$ cat src/rtl/btn_pulse_ctrl.sv
// btn_pulse_ctrl: conditions three raw push-buttons (load, inc, dec) into
// mutually exclusive single-cycle strobes for the 4-bit up/down load counter.
// Each channel: 2-flop synchronizer -> debounce counter -> rising-edge detect,
// then a registered priority arbiter (load > inc > dec).
// Optional feature: define AUTO_REPEAT_EN to enable auto-repeat on the inc
// and dec channels while their debounced level stays high.
module btn_pulse_ctrl #(
  parameter int DB_CYCLES     = 500000,
  parameter int DB_W          = 20
`ifdef AUTO_REPEAT_EN
  ,
  parameter int REPEAT_DELAY  = 25000000,
  parameter int REPEAT_PERIOD = 5000000,
  parameter int RPT_W         = 26
`endif
) (
  input  logic       clk,
  input  logic       reset,
  input  logic       btn_load,
  input  logic       btn_inc,
  input  logic       btn_dec,
  output logic       load_en,
  output logic       inc_en,
  output logic       dec_en,
  output logic [2:0] btn_level
);

  // Channel index: 2 = load, 1 = inc, 0 = dec (matches btn_level order).
  localparam logic [DB_W-1:0] DB_MAX = DB_W'(DB_CYCLES - 1);

  logic [2:0]      raw;
  logic [2:0]      s1;
  logic [2:0]      s2;
  logic [2:0]      level;
  logic [DB_W-1:0] db_cnt [3];
  logic [2:0]      accept;
  logic [2:0]      press;
  logic [2:0]      req;

  assign raw       = {btn_load, btn_inc, btn_dec};
  assign btn_level = level;

  // Synchronize raw inputs and debounce each channel independently.
  // NOTE: sequential state uses non-blocking assignments so every flop samples
  // the pre-edge value of its neighbours, giving a true two-flop chain.
  always_ff @(posedge clk or posedge reset) begin
    if (reset) begin
      s1    <= '0;
      s2    <= '0;
      level <= '0;
      // NOTE: the counter array is only three small registers, so it is reset
      // like ordinary flops; a reset mid-debounce must abort the count.
      for (int i = 0; i < 3; i++) db_cnt[i] <= '0;
    end else begin
      s1 <= raw;
      s2 <= s1;
      for (int i = 0; i < 3; i++) begin
        if (s2[i] == level[i]) begin
          db_cnt[i] <= '0;
        end else if (db_cnt[i] == DB_MAX) begin
          level[i]  <= s2[i];
          db_cnt[i] <= '0;
        end else begin
          db_cnt[i] <= db_cnt[i] + 1'b1;
        end
      end
    end
  end

  // Press is raised on the same edge the debounced level goes 0->1.
  // NOTE: every always_comb output gets a default first so no latch can form.
  always_comb begin
    accept = '0;
    press  = '0;
    for (int i = 0; i < 3; i++) begin
      accept[i] = (s2[i] != level[i]) && (db_cnt[i] == DB_MAX);
      press[i]  = accept[i] && s2[i];
    end
  end

`ifdef AUTO_REPEAT_EN
  localparam logic [RPT_W-1:0] RPT_DELAY_M1  = RPT_W'(REPEAT_DELAY - 1);
  localparam logic [RPT_W-1:0] RPT_PERIOD_M1 = RPT_W'(REPEAT_PERIOD - 1);

  // Repeat state for inc (index 1) and dec (index 0); load never repeats.
  // rpt_phase: 0 while waiting out the initial delay, 1 once periodic.
  logic [RPT_W-1:0] rpt_cnt [2];
  logic [1:0]       rpt_phase;
  logic [1:0]       rpt_fire;

  // Fire a repeat request when the active interval has fully elapsed.
  always_comb begin
    rpt_fire = '0;
    for (int i = 0; i < 2; i++) begin
      rpt_fire[i] = level[i] &&
                    (rpt_phase[i] ? (rpt_cnt[i] == RPT_PERIOD_M1)
                                  : (rpt_cnt[i] == RPT_DELAY_M1));
    end
  end

  // Repeat counters run while the level is held and clear when it drops.
  always_ff @(posedge clk or posedge reset) begin
    if (reset) begin
      rpt_phase <= '0;
      for (int i = 0; i < 2; i++) rpt_cnt[i] <= '0;
    end else begin
      for (int i = 0; i < 2; i++) begin
        if (!level[i]) begin
          rpt_cnt[i]   <= '0;
          rpt_phase[i] <= 1'b0;
        end else if (rpt_fire[i]) begin
          rpt_cnt[i]   <= '0;
          rpt_phase[i] <= 1'b1;
        end else begin
          rpt_cnt[i] <= rpt_cnt[i] + 1'b1;
        end
      end
    end
  end

  assign req = press | {1'b0, rpt_fire};
`else
  assign req = press;
`endif

  // Registered priority arbiter; lower-priority requests are dropped.
  always_ff @(posedge clk or posedge reset) begin
    if (reset) begin
      load_en <= 1'b0;
      inc_en  <= 1'b0;
      dec_en  <= 1'b0;
    end else begin
      load_en <= req[2];
      inc_en  <= !req[2] && req[1];
      dec_en  <= !req[2] && !req[1] && req[0];
    end
  end

endmodule
$ cat config.mk
export PLATFORM = sky130hd
export DESIGN_NAME = btn_pulse_ctrl
export DESIGN_NICKNAME = d
export VERILOG_FILES = /design/src/rtl/btn_pulse_ctrl.sv
export SDC_FILE = /design/constraint.sdc
export NUM_CORES = 1
export LEC_CHECK = 0
export CORE_ASPECT_RATIO = 1.25
export CORE_MARGIN = 5
export CORE_UTILIZATION = 55
export CTS_CLUSTER_SIZE = 8
export DETAILED_ROUTE_END_ITERATION = 8
export PLACE_DENSITY = 0.77
export RECOVER_POWER = 100
export SYNTH_ARGS = -nofsm -noshare
export SYNTH_HDL_FRONTEND = slang
export SYNTH_SLANG_ARGS = --single-unit
$ cat constraint.sdc
create_clock -name clk -period 6.47 [get_ports clk]
set_clock_uncertainty 0.2 [all_clocks]
set_input_delay 0.9705 -clock clk [delete_from_list [all_inputs] [get_ports clk]]
set_output_delay 0.9705 -clock clk [all_outputs]
set_load 0.01 [all_outputs]
==> metrics <==
Core ar.=6170 um2; sequential area share after synthesis=52.1%; maxcap violations=1; RePlAce Congestion=0.844; yosys warns=0; unrepaired setup endpoints after global routing=false; detailed placement HPWL=4.32 mm; EDFF count, synth=0; Bufs on Longest Clock Path=2; status=complete, but fails checks; later-pin clock latency in the skew report=350 ps; Startpoint Class=flop; largest net degree at the start of global routing=73; Post-CTS Setup Bufs=0; Reg area=1800 um2; Total Power=924 uW; WL/cell=around 14 um; placed cell area=3630 um2; initial antenna violation count=0; final hold viol count=0; commonest non-fill, non-tap cell in the layout=dfrtp_1; Port Buffers=10; vias in the first global route=approximately 2.6k; Worst Path Required=6420 ps; normalized max-slew margin=-37.2%; DRC viols=0; crit path kind=reg -> reg; Peak VDD IR=~0.00012 V; Die Y=a little under 100 um; Synth Register Bits=72; Synth top area share=between 50% and 60%; fraction of registers with async set or reset after synthesis=between 90% and 100%; Multi-input gate area=1560 um2; first-pass GRT wire length=11.3 mm; IO Pins=11; Worst EP arrival=3370 ps; Clock H-tree levels=3; CTS Hold Bufs=0; syn avg cell area=a little under 10 um2; fin cells=452; Synth cell types=37; syn_nets=about 360; CTS tree=built; Post-Syn Instances=between 300 and 400; Die X=80.9 um; commonest non-fill, non-tap cells in the layout=dfrtp_1, nor2_1, nand3_1; Die ar.=7980 um2; violated checks=capacitance limit, slew limit; Area contributors post-synth=dfrtp_1, xnor2_1, nor2_1; Initial Util=between 50 and 60%; std cell rows=32; Final min period=3420 ps; GRT Util Overall=17.8%; DR pass1 iterations=5; top_reg_cell synth=dfrtp_1; clk slew on worst S/H paths=80 ps; Fin Setup TNS=0 ps; fmax=292 MHz; Vias/cell=5.81; Vias=2626; Mapped Area=3460 um2; met2 global-route usage=29.3%; met3 Use GR=3.29%; post-synth top area cell=dfrtp_1; Final Net Count=370; area growth from synthesis to layout=11.5%; crit share post-route=52.9%; DRT iter0 DRCs=189; total grt overflow=0; minimum hold slack=roughly 140 ps; FILL cells=524; routed wire length=around 6.5 mm; critical-path maximum fanout=19; TritonCTS Sinks=around 70; GR peak layer=met2; final setup vio count=0; Final Slew Violations=20; share of layout cells above drive strength 1=7.36%; CTS resizes=0; remaining antenna violation count=0; CP endpoint kind=flop; P_leak=1.54 nW; power density cells=240 nW/um2; total clock buffers created by CTS=9; Ant. Diodes=0; hold crit path type=reg -> reg; grt met1 use=21.0%; CTS root buffer=clkbuf_8; worst-margin pin slew=2040 ps; Placed Instances=436; design area=3860 um2
-- layout make-up --
type	count	area share, %
Timing Repair Buffer	13	2.98
Inverter	9	0.876
Multi-Input combinational cell	257	40.3
Tap cell	85	2.76
Clock inverter	5	2.69
Sequential cell	72	46.7
Clock buffer	11	3.67
-- routing by layer --
layer  vias up  wire length [um]
met4         0               215
met2        53              3210
met5         -                 0
met1      1294              2850
li1       1260                 -
met3        19               205
-- critical path: stages, from the launching register on --
cell,delay [ps]
dfrtp_1,440
or4b_1,510
or3_1,380
o21ai_0,1550
nor2_1,140
-- metrics by stage --
| stage | setup WS (ps) | util (%) |
|---|---|---|
| after floorplan | 3470 | - |
| after global placement | 4070 | 58.9 |
| after detailed placement | 4060 | 58.9 |
| after CTS | 3960 | 62.9 |
| after global routing | 2770 | 62.6 |
| final | 3050 | 62.6 |
-- kinds of logic after synthesis --
kind of cell / Yosys count / synth area share (%)
muxes: 2 / 0.651
and+or+nand+nor: 175 / 26.8
AOI/OAI and AO/OA: 35 / 6.08
DFF: 72 / 52.1
adders and majority gates: 3 / 1.09
buffers and inverters: 21 / 2.60
xor gates and xnor gates: 42 / 10.6
-- where the power goes --
part           internal, mW  total (mW)  switching (mW)
sequential            0.456       0.463         0.00675
clock                 0.267       0.434           0.167
combinational       0.00783      0.0271          0.0193
total                 0.731       0.924           0.193
-- final timing paths --
path,from,endpoint,slack (ps),depth (start not counted)
worst max-delay path,db_cnt[31],db_cnt[31],3050,4
worst min-delay path,s1[2],s2[2],140,0
worst max register to register,db_cnt[31],db_cnt[31],3050,4
worst min register to register,s1[2],s2[2],140,0
max in group asynchronous,reset,db_cnt[4],4370,3
min in group asynchronous,reset,s2[2],1120,3
-- synth_stat cells, types with 8 or more instances --
master    n
nor4_1   13
nor2_1   49
nand2_1  21
inv_1     9
or4_1     9
or3_1     8
nand4_1  14
xor2_1   17
o21ai_0  10
a21oi_1  15
xnor2_1  25
dfrtp_1  72
nor3_1   10
nand3_1  27
-- flip-flops by register name, indices dropped and copies added, names as in the netlist --
register   flops
s2             3
btn_level      3
inc_en         1
db_cnt        60
dec_en         1
s1             3
load_en        1
Note: power is estimated with default switching activity, not from simulation.
